**config.mk**
```make
export PLATFORM = sky130hd
export DESIGN_NAME = game_sequencer
export DESIGN_NICKNAME = d
export VERILOG_FILES = /design/src/rtl/game_sequencer.sv
export SDC_FILE = /design/constraint.sdc
export NUM_CORES = 1
export LEC_CHECK = 0
export CORE_ASPECT_RATIO = 1.4
export CORE_MARGIN = 4
export CORE_UTILIZATION = 35
export DETAILED_ROUTE_END_ITERATION = 10
export DONT_BUFFER_PORTS = 1
export PLACE_DENSITY = 0.59
export SETUP_SLACK_MARGIN = 0.15
export SYNTH_ARGS = -nofsm -noshare
export SYNTH_HDL_FRONTEND = slang
export SYNTH_SLANG_ARGS = --single-unit
```
**constraint.sdc**
```tcl
create_clock -name clk -period 3.5 [get_ports clk]
set_input_delay 0.35 -clock clk [delete_from_list [all_inputs] [get_ports clk]]
set_output_delay 0.35 -clock clk [all_outputs]
set_load 0.02 [all_outputs]
```
**src/rtl/game_sequencer.sv**
```systemverilog
// Runner-game controller: owns gameState, generates the obstacle move tick and step,
// schedules spawns from an LFSR-driven gap counter and keeps a saturating BCD score.
module game_sequencer #(
  parameter int          TICK_DIV  = 199999,
  parameter int          BASE_STEP = 10,
  parameter int          MAX_STEP  = 15,
  parameter int          GAP_MIN   = 20,
  parameter logic [15:0] LFSR_SEED = 16'hACE1
) (
  input  logic        clk,
  input  logic        reset,
  input  logic        start,
  input  logic        collision,
  output logic [2:0]  gameState,
  output logic        move_tick,
  output logic [3:0]  step,
  output logic        spawn,
  output logic [15:0] score,
  output logic [2:0]  level
);

  localparam int                CNT_W   = (TICK_DIV > 0) ? $clog2(TICK_DIV + 1) : 1;
  localparam logic [CNT_W-1:0]  CNT_MAX = CNT_W'(TICK_DIV);
  localparam logic [3:0]        STEP0   = 4'(BASE_STEP);

  typedef enum logic [2:0] {
    ST_IDLE = 3'b000,
    ST_RUN  = 3'b001,
    ST_OVER = 3'b010
  } state_t;

  // Galois right-shift form of x^16+x^14+x^13+x^11+1; a nonzero state never reaches zero.
  function automatic logic [15:0] lfsr_next(input logic [15:0] v);
    lfsr_next = {1'b0, v[15:1]} ^ (v[0] ? 16'hB400 : 16'h0000);
  endfunction

  function automatic logic [15:0] bcd_inc_sat(input logic [15:0] v);
    logic [15:0] r;
    logic        carry;
    r     = v;
    carry = 1'b1;
    if (v == 16'h9999) begin
      r = v;
    end else begin
      for (int i = 0; i < 4; i++) begin
        if (carry) begin
          if (r[4*i +: 4] == 4'd9) begin
            r[4*i +: 4] = 4'd0;
          end else begin
            r[4*i +: 4] = r[4*i +: 4] + 4'd1;
            carry       = 1'b0;
          end
        end else begin
          carry = 1'b0;
        end
      end
    end
    bcd_inc_sat = r;
  endfunction

  function automatic logic [3:0] step_for(input logic [2:0] lv);
    logic [4:0] s;
    s = 5'(BASE_STEP) + {2'b00, lv};
    if (s > 5'(MAX_STEP)) begin
      s = 5'(MAX_STEP);
    end else begin
      s = s;
    end
    step_for = s[3:0];
  endfunction

  state_t             r_state;
  logic [CNT_W-1:0]   r_cnt;
  logic [7:0]         r_gap;
  logic [15:0]        r_lfsr;
  logic               r_start_q;
  logic               r_move_tick;
  logic               r_spawn;
  logic [15:0]        r_score;
  logic [2:0]         r_level;
  logic [3:0]         r_step;

  state_t             w_state_nxt;
  logic [CNT_W-1:0]   w_cnt_nxt;
  logic [7:0]         w_gap_nxt;
  logic [15:0]        w_score_nxt;
  logic [2:0]         w_level_nxt;
  logic [3:0]         w_step_nxt;
  logic               w_move_tick_nxt;
  logic               w_spawn_nxt;
  logic               w_rise;
  logic [7:0]         w_gap_reload;
  logic [15:0]        w_score_inc;
  logic [2:0]         w_level_inc;

  assign w_rise       = start & ~r_start_q;
  assign w_gap_reload = 8'(GAP_MIN) + {4'b0000, r_lfsr[3:0]};
  assign w_score_inc  = bcd_inc_sat(r_score);
  assign w_level_inc  = (r_level == 3'd7) ? 3'd7 : (r_level + 3'd1);

  // State register and all registered outputs.
  always_ff @(posedge clk) begin
    if (reset) begin
      r_state     <= ST_IDLE;
      r_cnt       <= '0;
      r_gap       <= 8'd0;
      r_lfsr      <= LFSR_SEED;
      r_start_q   <= 1'b0;
      r_move_tick <= 1'b0;
      r_spawn     <= 1'b0;
      r_score     <= 16'h0000;
      r_level     <= 3'd0;
      r_step      <= STEP0;
    end else begin
      r_state     <= w_state_nxt;
      r_cnt       <= w_cnt_nxt;
      r_gap       <= w_gap_nxt;
      r_lfsr      <= lfsr_next(r_lfsr);
      r_start_q   <= start;
      r_move_tick <= w_move_tick_nxt;
      r_spawn     <= w_spawn_nxt;
      r_score     <= w_score_nxt;
      r_level     <= w_level_nxt;
      r_step      <= w_step_nxt;
    end
  end

  // Next-state, tick, score/level and spawn scheduling.
  always_comb begin
    w_state_nxt     = r_state;
    w_cnt_nxt       = r_cnt;
    w_gap_nxt       = r_gap;
    w_score_nxt     = r_score;
    w_level_nxt     = r_level;
    w_step_nxt      = r_step;
    w_move_tick_nxt = 1'b0;
    w_spawn_nxt     = 1'b0;
    case (r_state)
      ST_IDLE: begin
        w_cnt_nxt = '0;
        if (w_rise) begin
          w_state_nxt = ST_RUN;
          w_score_nxt = 16'h0000;
          w_level_nxt = 3'd0;
          w_step_nxt  = STEP0;
          w_gap_nxt   = w_gap_reload;
        end else begin
          w_state_nxt = ST_IDLE;
        end
      end
      ST_RUN: begin
        // A collision on the tick edge wins: the tick and everything it carries is dropped.
        if (collision) begin
          w_state_nxt = ST_OVER;
          w_cnt_nxt   = '0;
        end else if (r_cnt == CNT_MAX) begin
          w_cnt_nxt       = '0;
          w_move_tick_nxt = 1'b1;
          w_score_nxt     = w_score_inc;
          if ((w_score_inc != r_score) && (w_score_inc[7:0] == 8'h00)) begin
            w_level_nxt = w_level_inc;
            w_step_nxt  = step_for(w_level_inc);
          end else begin
            w_level_nxt = r_level;
          end
          if (r_gap == 8'd0) begin
            w_spawn_nxt = 1'b1;
            w_gap_nxt   = w_gap_reload;
          end else begin
            w_gap_nxt = r_gap - 8'd1;
          end
        end else begin
          w_cnt_nxt = r_cnt + CNT_W'(1);
        end
      end
      ST_OVER: begin
        w_cnt_nxt = '0;
        if (w_rise) begin
          w_state_nxt = ST_IDLE;
        end else begin
          w_state_nxt = ST_OVER;
        end
      end
      default: begin
        w_state_nxt = ST_IDLE;
        w_cnt_nxt   = '0;
      end
    endcase
  end

  assign gameState = r_state;
  assign move_tick = r_move_tick;
  assign spawn     = r_spawn;
  assign score     = r_score;
  assign level     = r_level;
  assign step      = r_step;

endmodule

```
After elaboration in Yosys (flattened, before gate mapping)
Cells that the tools add are included.
W data, S select, Z words.

cells by class
  shift operators = 0
  divide/modulo/power cells = 0
  multipliers = 0
  equal/unequal tests = 15
  mux-type cells = 44
  bitwise operators = 5
  reduce and logical (&&, ||, !) cells = 10
  add/sub/neg operators = 9
  magnitude comparators = 1

operators by type and width
  kind                     count
  $mux W16                 5
  $mux W4                  12
  $mux W8                  4
  $pmux W16 S2             1
  $add A18 B1 Y18 const B  1
  $eq A18 B18 Y1 const B   1
  $mux W3                  6
  $add A4 B1 Y4 const B    4
  $eq A16 B16 Y1 const B   1
  $eq A4 B4 Y1 const B     4
  $logic_not A8 Y1         2
  $ne A16 B16 Y1           1
  $pmux W8 S2              1
  $xor A15 B16 Y16         1
  $mux W1                  11
  $ne A2 B2 Y1 const B     5
  $pmux W3 S3              1
  $pmux W4 S2              1
  $reduce_or A4 Y1         2
  $sub A8 B1 Y8 const B    1
  $add A5 B4 Y6 const A    1
  $pmux W3 S2              1
  $add A4 B3 Y5 const A    1
  $gt A5 B4 Y1 const B     1
  other kinds (13)         15

storage, ports and cells
  output and inout bits = 28
  flip-flop bits (word level) = 71
  memory bits (writable) = 0
  ROM bits = 0
  memories = 0
  word-level logic and storage cells = 94
  bits of input ports = 4
  latch bits = 0

Logic depth before layout (Yosys ltp)
Gate-level depths: netlist (run 1).

  depth after elaboration = 15
  gate-level depth with buffers = 9
  mapped depth without buffers = 8

Least setup slack after synthesis (run 1)
Ideal clock, no wire load.

  path type = reg2reg
  start point = register r_cnt[0]
  end point = register r_score[8], in the netlist score[8]
  period minus slack after synthesis = 2455 ps
  path buffers = 2
  data arrival time = 2384 ps
  slack = 1045 ps
  library setup time = 70 ps
  stages on the path, launching flop included = 9
  required time = 3430 ps
  cell sequence = dfxtp_1 > ha_1 > nand3_2 > or4_4 > buf_6 > or4_4 > buf_6 > or3_1 > a21oi_1

on the way
  word-level cells in the longest chain between the ends = 3

RTL lines
  item                         RTL line  RTL
  from (decl)                  73        logic [CNT_W-1:0] r_cnt;
  from (signal assigned)       116       r_cnt <= w_cnt_nxt;
  $eq A18 B18 Y1               156       end else if (r_cnt == CNT_MAX) begin
  $ne A2 B2 Y1 (no line)       --
  $reduce_and A4 Y1 (no line)  --
  to (signal assigned)         122       r_score <= w_score_nxt;
  to (decl)                    79        logic [15:0] r_score;

No other way between the ends.
A chain may end at the register's enable or synchronous reset.

Worst setup path in the final report (run 1)
  start point = register r_cnt[0]
  end point = register r_step[1], in the netlist step[1]

on the way
  word-level cells in the longest chain between the ends = 3

RTL lines
  item                         RTL line  RTL
  $eq A18 B18 Y1               156
  $ne A2 B2 Y1 (no line)       --
  $reduce_and A5 Y1 (no line)  --
  to (signal assigned)         124       r_step <= w_step_nxt;
  to (decl)                    81        logic [3:0] r_step;

No other way between the ends.

==> results of run 1 <==
==> final timing paths <==
path / startpoint / to / depth (start not counted)
min: reset / r_lfsr[9] / 1
max reg2reg: r_cnt[0] / step[1] / 7
max: r_cnt[0] / step[1] / 7
min reg2reg: r_lfsr[7] / r_lfsr[6] / 1
==> Yosys cell counts (10+ instances only) <==
| cell type | n | area [sq um] |
|---|---|---|
| dfxtp_1 | 70 | 1400 |
| nor2_1 | 43 | 161 |
| a21oi_1 | 31 | 155 |
| nand2_1 | 25 | 93.8 |
| o21ai_0 | 22 | 110 |
| nand3_1 | 19 | 95.1 |
| clkbuf_1 | 15 | 56.3 |
| nor2b_1 | 14 | 87.6 |
| ha_1 | 13 | 163 |
| xnor2_1 | 11 | 96.3 |
| inv_1 | 10 | 37.5 |
==> per-stage QoR <==
| step | power [mW] | utilization, % | worst slack [ns] | instances |
|---|---|---|---|---|
| CTS | 1.83 | 40.4 | 0.928 | 497 |
| global placement | 0.941 | 37.2 | 1.00 | 482 |
| floorplan | 0.927 | - | 1.05 | 389 |
| global route | 1.87 | 40.4 | 0.791 | 497 |
| detailed placement | 0.943 | 37.2 | 0.942 | 482 |
| finish | 1.81 | 40.4 | 0.949 | 497 |
==> state kept, by name (all words and copies together), names as in the netlist <==
register,cells
r_cnt,18
r_lfsr,16
score,16
r_gap,8
step,4
level,3
gameState,2
move_tick,1
r_start_q,1
spawn,1
==> worst max-delay path: cells and delay by family (launching register included) <==
kind	cells	cell delay [ns]
and+or+nand+nor	5	1.67
DFF	1	0.35
adders and majority gates	1	0.22
AOI/OAI and AO/OA	1	0.21
==> power groups by stage <==
stage	logic, mW	registers (mW)	clock network, mW
after floorplan	0.0820	0.845	0
after global placement	0.0901	0.851	0
after detailed placement	0.0917	0.851	0
after CTS	0.0921	0.833	0.909
after global routing	0.103	0.836	0.934
final	0.0910	0.834	0.883
==> cells by family after synthesis <==
family                   share of synthesized area, %
AND/OR/NAND/NOR                                  28.4
other                                           0.113
adder cells (fa/ha/maj)                          4.90
AO/OA/AOI/OAI                                    15.3
XOR/XNOR                                         5.28
flip-flops                                       42.2
buffers and inverters                            3.73
==> routing by layer <==
| metal | GRT usage, % | vias up | routed length, um |
|---|---|---|---|
| met4 | 7.76 | 0 | 154 |
| met5 | 0 | - | 0 |
| li1 | - | 1375 | - |
| met2 | 24.0 | 53 | 3570 |
| met1 | 14.4 | 1285 | 3050 |
| met3 | 5.30 | 9 | 454 |
==> layout make-up <==
| class | instances | area [sq um] | share of cell area [%] |
|---|---|---|---|
| Clock buffer | 9 | 225 | 6.11 |
| Multi-Input combinational cell | 291 | 1790 | 48.7 |
| Sequential cell | 70 | 1400 | 38.0 |
| Inverter | 10 | 37.5 | 1.02 |
| Clock inverter | 6 | 63.8 | 1.73 |
| Timing Repair Buffer | 4 | 30.0 | 0.815 |
| Tap cell | 107 | 134 | 3.63 |
==> results.json, run 1 <==
{
  "status": "complete, no violations",
  "clock_latency_ns": 0.33,
  "powerDensity_mw_per_mm2": 491,
  "cts_root_buf": "clkbuf_16",
  "grt_pass1_wl_um": 12300,
  "grt_overflow": 0,
  "p_switching_uw": 409,
  "combPwrFrac_pct": 5.0,
  "die_height_um": 123,
  "synth_cells": 389,
  "num_rows": 41,
  "worstMarginPinSlew_ns": 1.00,
  "synthArstFlopShare_pct": 0,
  "critical_path.slowest_cell": "or4_4",
  "peakVddDrop_mv": 0.254,
  "placed_area_sq_mm": 0.00340,
  "totalWireLength_um": 7220,
  "syn-mean-instance-area_sq_um": 8.53,
  "yosysWarnings": 0,
  "leakagePower_nw": 1.30,
  "netSwitchingFraction_pct": 22.6,
  "crit_path_cell_trace": "ha_1 -> nand3_2 -> or4_4 -> nor3_1 -> nand3_1 -> or3_1 -> o21a_1",
  "first_pass_iters": 5,
  "r2r_slack_ns": 0.95,
  "synth_flop_cell": "dfxtp_1",
  "drt-vias-per-instance": 5.48,
  "rsz0062_at_grt": "false",
  "clock_skew_ns": 0.00456,
  "finalSetupTns_ns": 0,
  "max_freq_mhz": 392,
  "max_stage_delay_ns": 0.57,
  "worstPathArrival_ns": 2.78,
  "ant_nets": 0,
  "nets": 403,
  "syn_area_sq_mm": 0.00332,
  "antenna_found_initial": 0,
  "diodes": 0,
  "drive_gt1_share_pct": 8.72,
  "crit_type": "flip-flop to flip-flop",
  "start_util_pct": 36.4,
  "vias": 2722,
  "final-max-slew-violation-count": 0,
  "synth_edf_count": 0,
  "cts-buffers-inserted": 9,
  "place.gp.congestion": 0.840,
  "final_area_sq_mm": 0.00369,
  "fin_crit_ns": 2.55,
  "yosysSeqAreaShare_pct": 42.2,
  "n_fill_cell": 930,
  "io_pins": 32,
  "seqPwrFrac_pct": 46.1,
  "grt_pass1_vias": 2607,
  "grt_max_degree": 44,
  "final_cell_mix": "dfxtp_1, nor2_1, a21oi_1",
  "path_clk_slew_ns": 0.05,
  "cp-start-kind": "flip-flop",
  "htree_levels": 3,
  "drc": 0,
  "clock_path_buffers": 2,
  "grt_usage_pct": 13.8,
  "io_buffers": 0,
  "end_kind": "flip-flop",
  "hold_path.class": "input pin to flip-flop",
  "critPathRequiredTime_ns": 3.73,
  "hold_buffers": 0,
  "cap_violations": 0,
  "crit_path_max_fanout": 7,
  "power.share.clock_pct": 48.9,
  "synth.distinct_cells": 53,
  "post-cts-setup-buffers": 0,
  "synthesis.nets": 406,
  "core-area_sq_mm": 0.00913,
  "finalCritPeriodShare_pct": 72.9,
  "ctsResizeCount": 0,
  "wl_per_cell_um": 14.5,
  "mostFrequentLayoutCell": "dfxtp_1",
  "cts_sinks": 70,
  "dieArea_sq_mm": 0.0111,
  "setup-violations-final": 0,
  "cts_tree": "built",
  "drtIter0Drc": 83,
  "die_w_um": 90.3,
  "synth.ff_latch_count": 70,
  "dpl.hpwl_um": 5050,
  "final-hold-violation-count": 0,
  "p_int_mw": 1.40,
  "syn2layout_area_growth_pct": 11.0,
  "fin_hold_ws_ns": 0.0860,
  "slew_headroom_pct": 32.8
}
(Power assumes the default switching activity.)
==> run 2, diff against run 1 <==
Settings changed: PLACE_DENSITY 0.59 to 0.61.
Clock period 3.5 ns to 2.2 ns, I/O delays scaled along.
==> results.json, run 2 (same netlist as run 1, synthesis figures left out) <==
{
  "status": "complete, no violations",
  "cts-buffers-inserted": 9,
  "clock_latency_ns": 0.33,
  "final-hold-violation-count": 0,
  "drt-vias-per-instance": 5.36,
  "peakVddDrop_mv": 0.373,
  "place.gp.congestion": 0.860,
  "die_w_um": 90.3,
  "die_height_um": 123,
  "final_cell_mix": "dfxtp_1, buf_4, nor2_1",
  "start_util_pct": 36.4,
  "rsz0062_at_grt": "true",
  "finalNonFillerCells": 552,
  "nets": 457,
  "grt_pass1_wl_um": 13200,
  "path_clk_slew_ns": 0.06,
  "htree_levels": 3,
  "totalWireLength_um": 8310,
  "antenna_found_initial": 0,
  "io_buffers": 0,
  "cts_sinks": 70,
  "cap_violations": 0,
  "crit_type": "flip-flop to flip-flop",
  "core-area_sq_mm": 0.00913,
  "cts_tree": "built",
  "power.total_mw": 3.11,
  "largest-register": "r_cnt",
  "drive_gt1_share_pct": 29.2,
  "drc": 0,
  "clock_path_buffers": 2,
  "io_pins": 32,
  "slew_headroom_pct": 63.7,
  "multi_input_area_sq_mm": 0.00198,
  "ant_nets": 0,
  "seq_area_sq_mm": 0.00141,
  "n_fill_cell": 866,
  "utilization_pct": 47.5,
  "hold_path.class": "input pin to flip-flop",
  "dpl.hpwl_um": 5560,
  "num_rows": 41,
  "clock_skew_ns": 0.00420,
  "fin_crit_ns": 2.15,
  "crit_path_max_fanout": 6,
  "drtIter0Drc": 166,
  "worstMarginPinSlew_ns": 0.537,
  "final-max-slew-violation-count": 0,
  "max_freq_mhz": 464,
  "largest_reg_flops": 18,
  "placed_area_sq_mm": 0.00372,
  "finalCritPeriodShare_pct": 97.9,
  "critPathRequiredTime_ns": 2.47,
  "fin_hold_ws_ns": 0.0167,
  "leakagePower_nw": 1.65,
  "worstPathArrival_ns": 2.42,
  "syn2layout_area_growth_pct": 30.7,
  "grt_max_degree": 42,
  "mostFrequentLayoutCell": "dfxtp_1",
  "wl_per_cell_um": 15.1,
  "grt_pass1_vias": 2811,
  "final_area_sq_mm": 0.00434,
  "grt_overflow": 0,
  "powerDensity_mw_per_mm2": 718,
  "cts_root_buf": "clkbuf_16",
  "first_pass_iters": 4,
  "diodes": 0,
  "dieArea_sq_mm": 0.0111,
  "vias": 2957,
  "cp-start-kind": "flip-flop",
  "grt_usage_pct": 15.0,
  "end_kind": "flip-flop",
  "setup-violations-final": 0,
  "placed_cells": 520
}
-- run 2: changes by cell type in the layout (fill, tap and decap cells not counted), moves of 3 or more --
cell / delta
inv_6: +4
dfxtp_1: -8
ha_1: -3
nor4b_1: -3
a21oi_2: +3
nor3_1: -3
a21oi_1: -3
o21ai_2: +5
nor2_1: -3
buf_4: +50
o21ai_0: -7
dfxtp_2: +8
-- run 2: final cells by class --
cell class | count | share of cell area [%]
inverter | 10 | 0.865
tap | 107 | 3.09
sequential | 70 | 32.5
multi-input combinational | 292 | 45.6
timing repair buffer | 57 | 10.3
clock buffer | 9 | 5.19
clock inverter | 7 | 2.37
-- run 2: through the flow --
stage | setup WS, ns | TNS [ns]
after floorplan | 0.0600 | 0
after global placement | 0.0245 | 0
after detailed placement | 0.0110 | 0
after CTS | 0.0329 | 0
after global routing | -0.0164 | -0.0633
final | 0.0464 | 0
-- run 2: worst paths after layout --
| kind | startpoint | endpoint | slack [ns] | depth (start not counted) |
|---|---|---|---|---|
| worst max-delay path | r_cnt[1] | score[1] | 0.05 | 6 |
| worst min-delay path | start | r_start_q | 0.02 | 1 |
| worst max register to register | r_cnt[1] | score[1] | 0.05 | 6 |
| worst min register to register | r_lfsr[8] | r_lfsr[7] | 0.41 | 1 |
-- run 2: repair_timing --
item / 4_1_cts / 5_1_grt
hold buffers: 1 / 0
endpoints found under the setup margin: 14 / 25
setup buffers: 2 / 12
gates resized for setup: 10 / 38
pin swaps: 2 / 18
endpoints found under the hold margin: 41 / 0
gates cloned: 1 / 0
-- run 2: where the power goes --
part           internal, mW  leakage, nW  switching [mW]
clock                  1.01        0.157           0.590
combinational        0.0815        0.916           0.111
sequential             1.30        0.574          0.0220
total                  2.39         1.65           0.723
-- run 2: metal layers --
metal / GRT usage (%) / vias to the layer above / share of wire, %
li1: - / 1473 / -
met1: 15.4 / 1391 / 40
met2: 26.8 / 67 / 52
met3: 5.30 / 26 / 5.1
met4: 7.85 / 0 / 3.1
met5: 0 / - / 0
-- run 2: worst max-delay path, cell delays in order (launching register included) --
cell	delay (ns)
dfxtp_2	0.35
ha_4	0.14
nand3_2	0.08
or4_4	0.48
or4_4	0.52
or3_1	0.38
a21oi_1	0.14
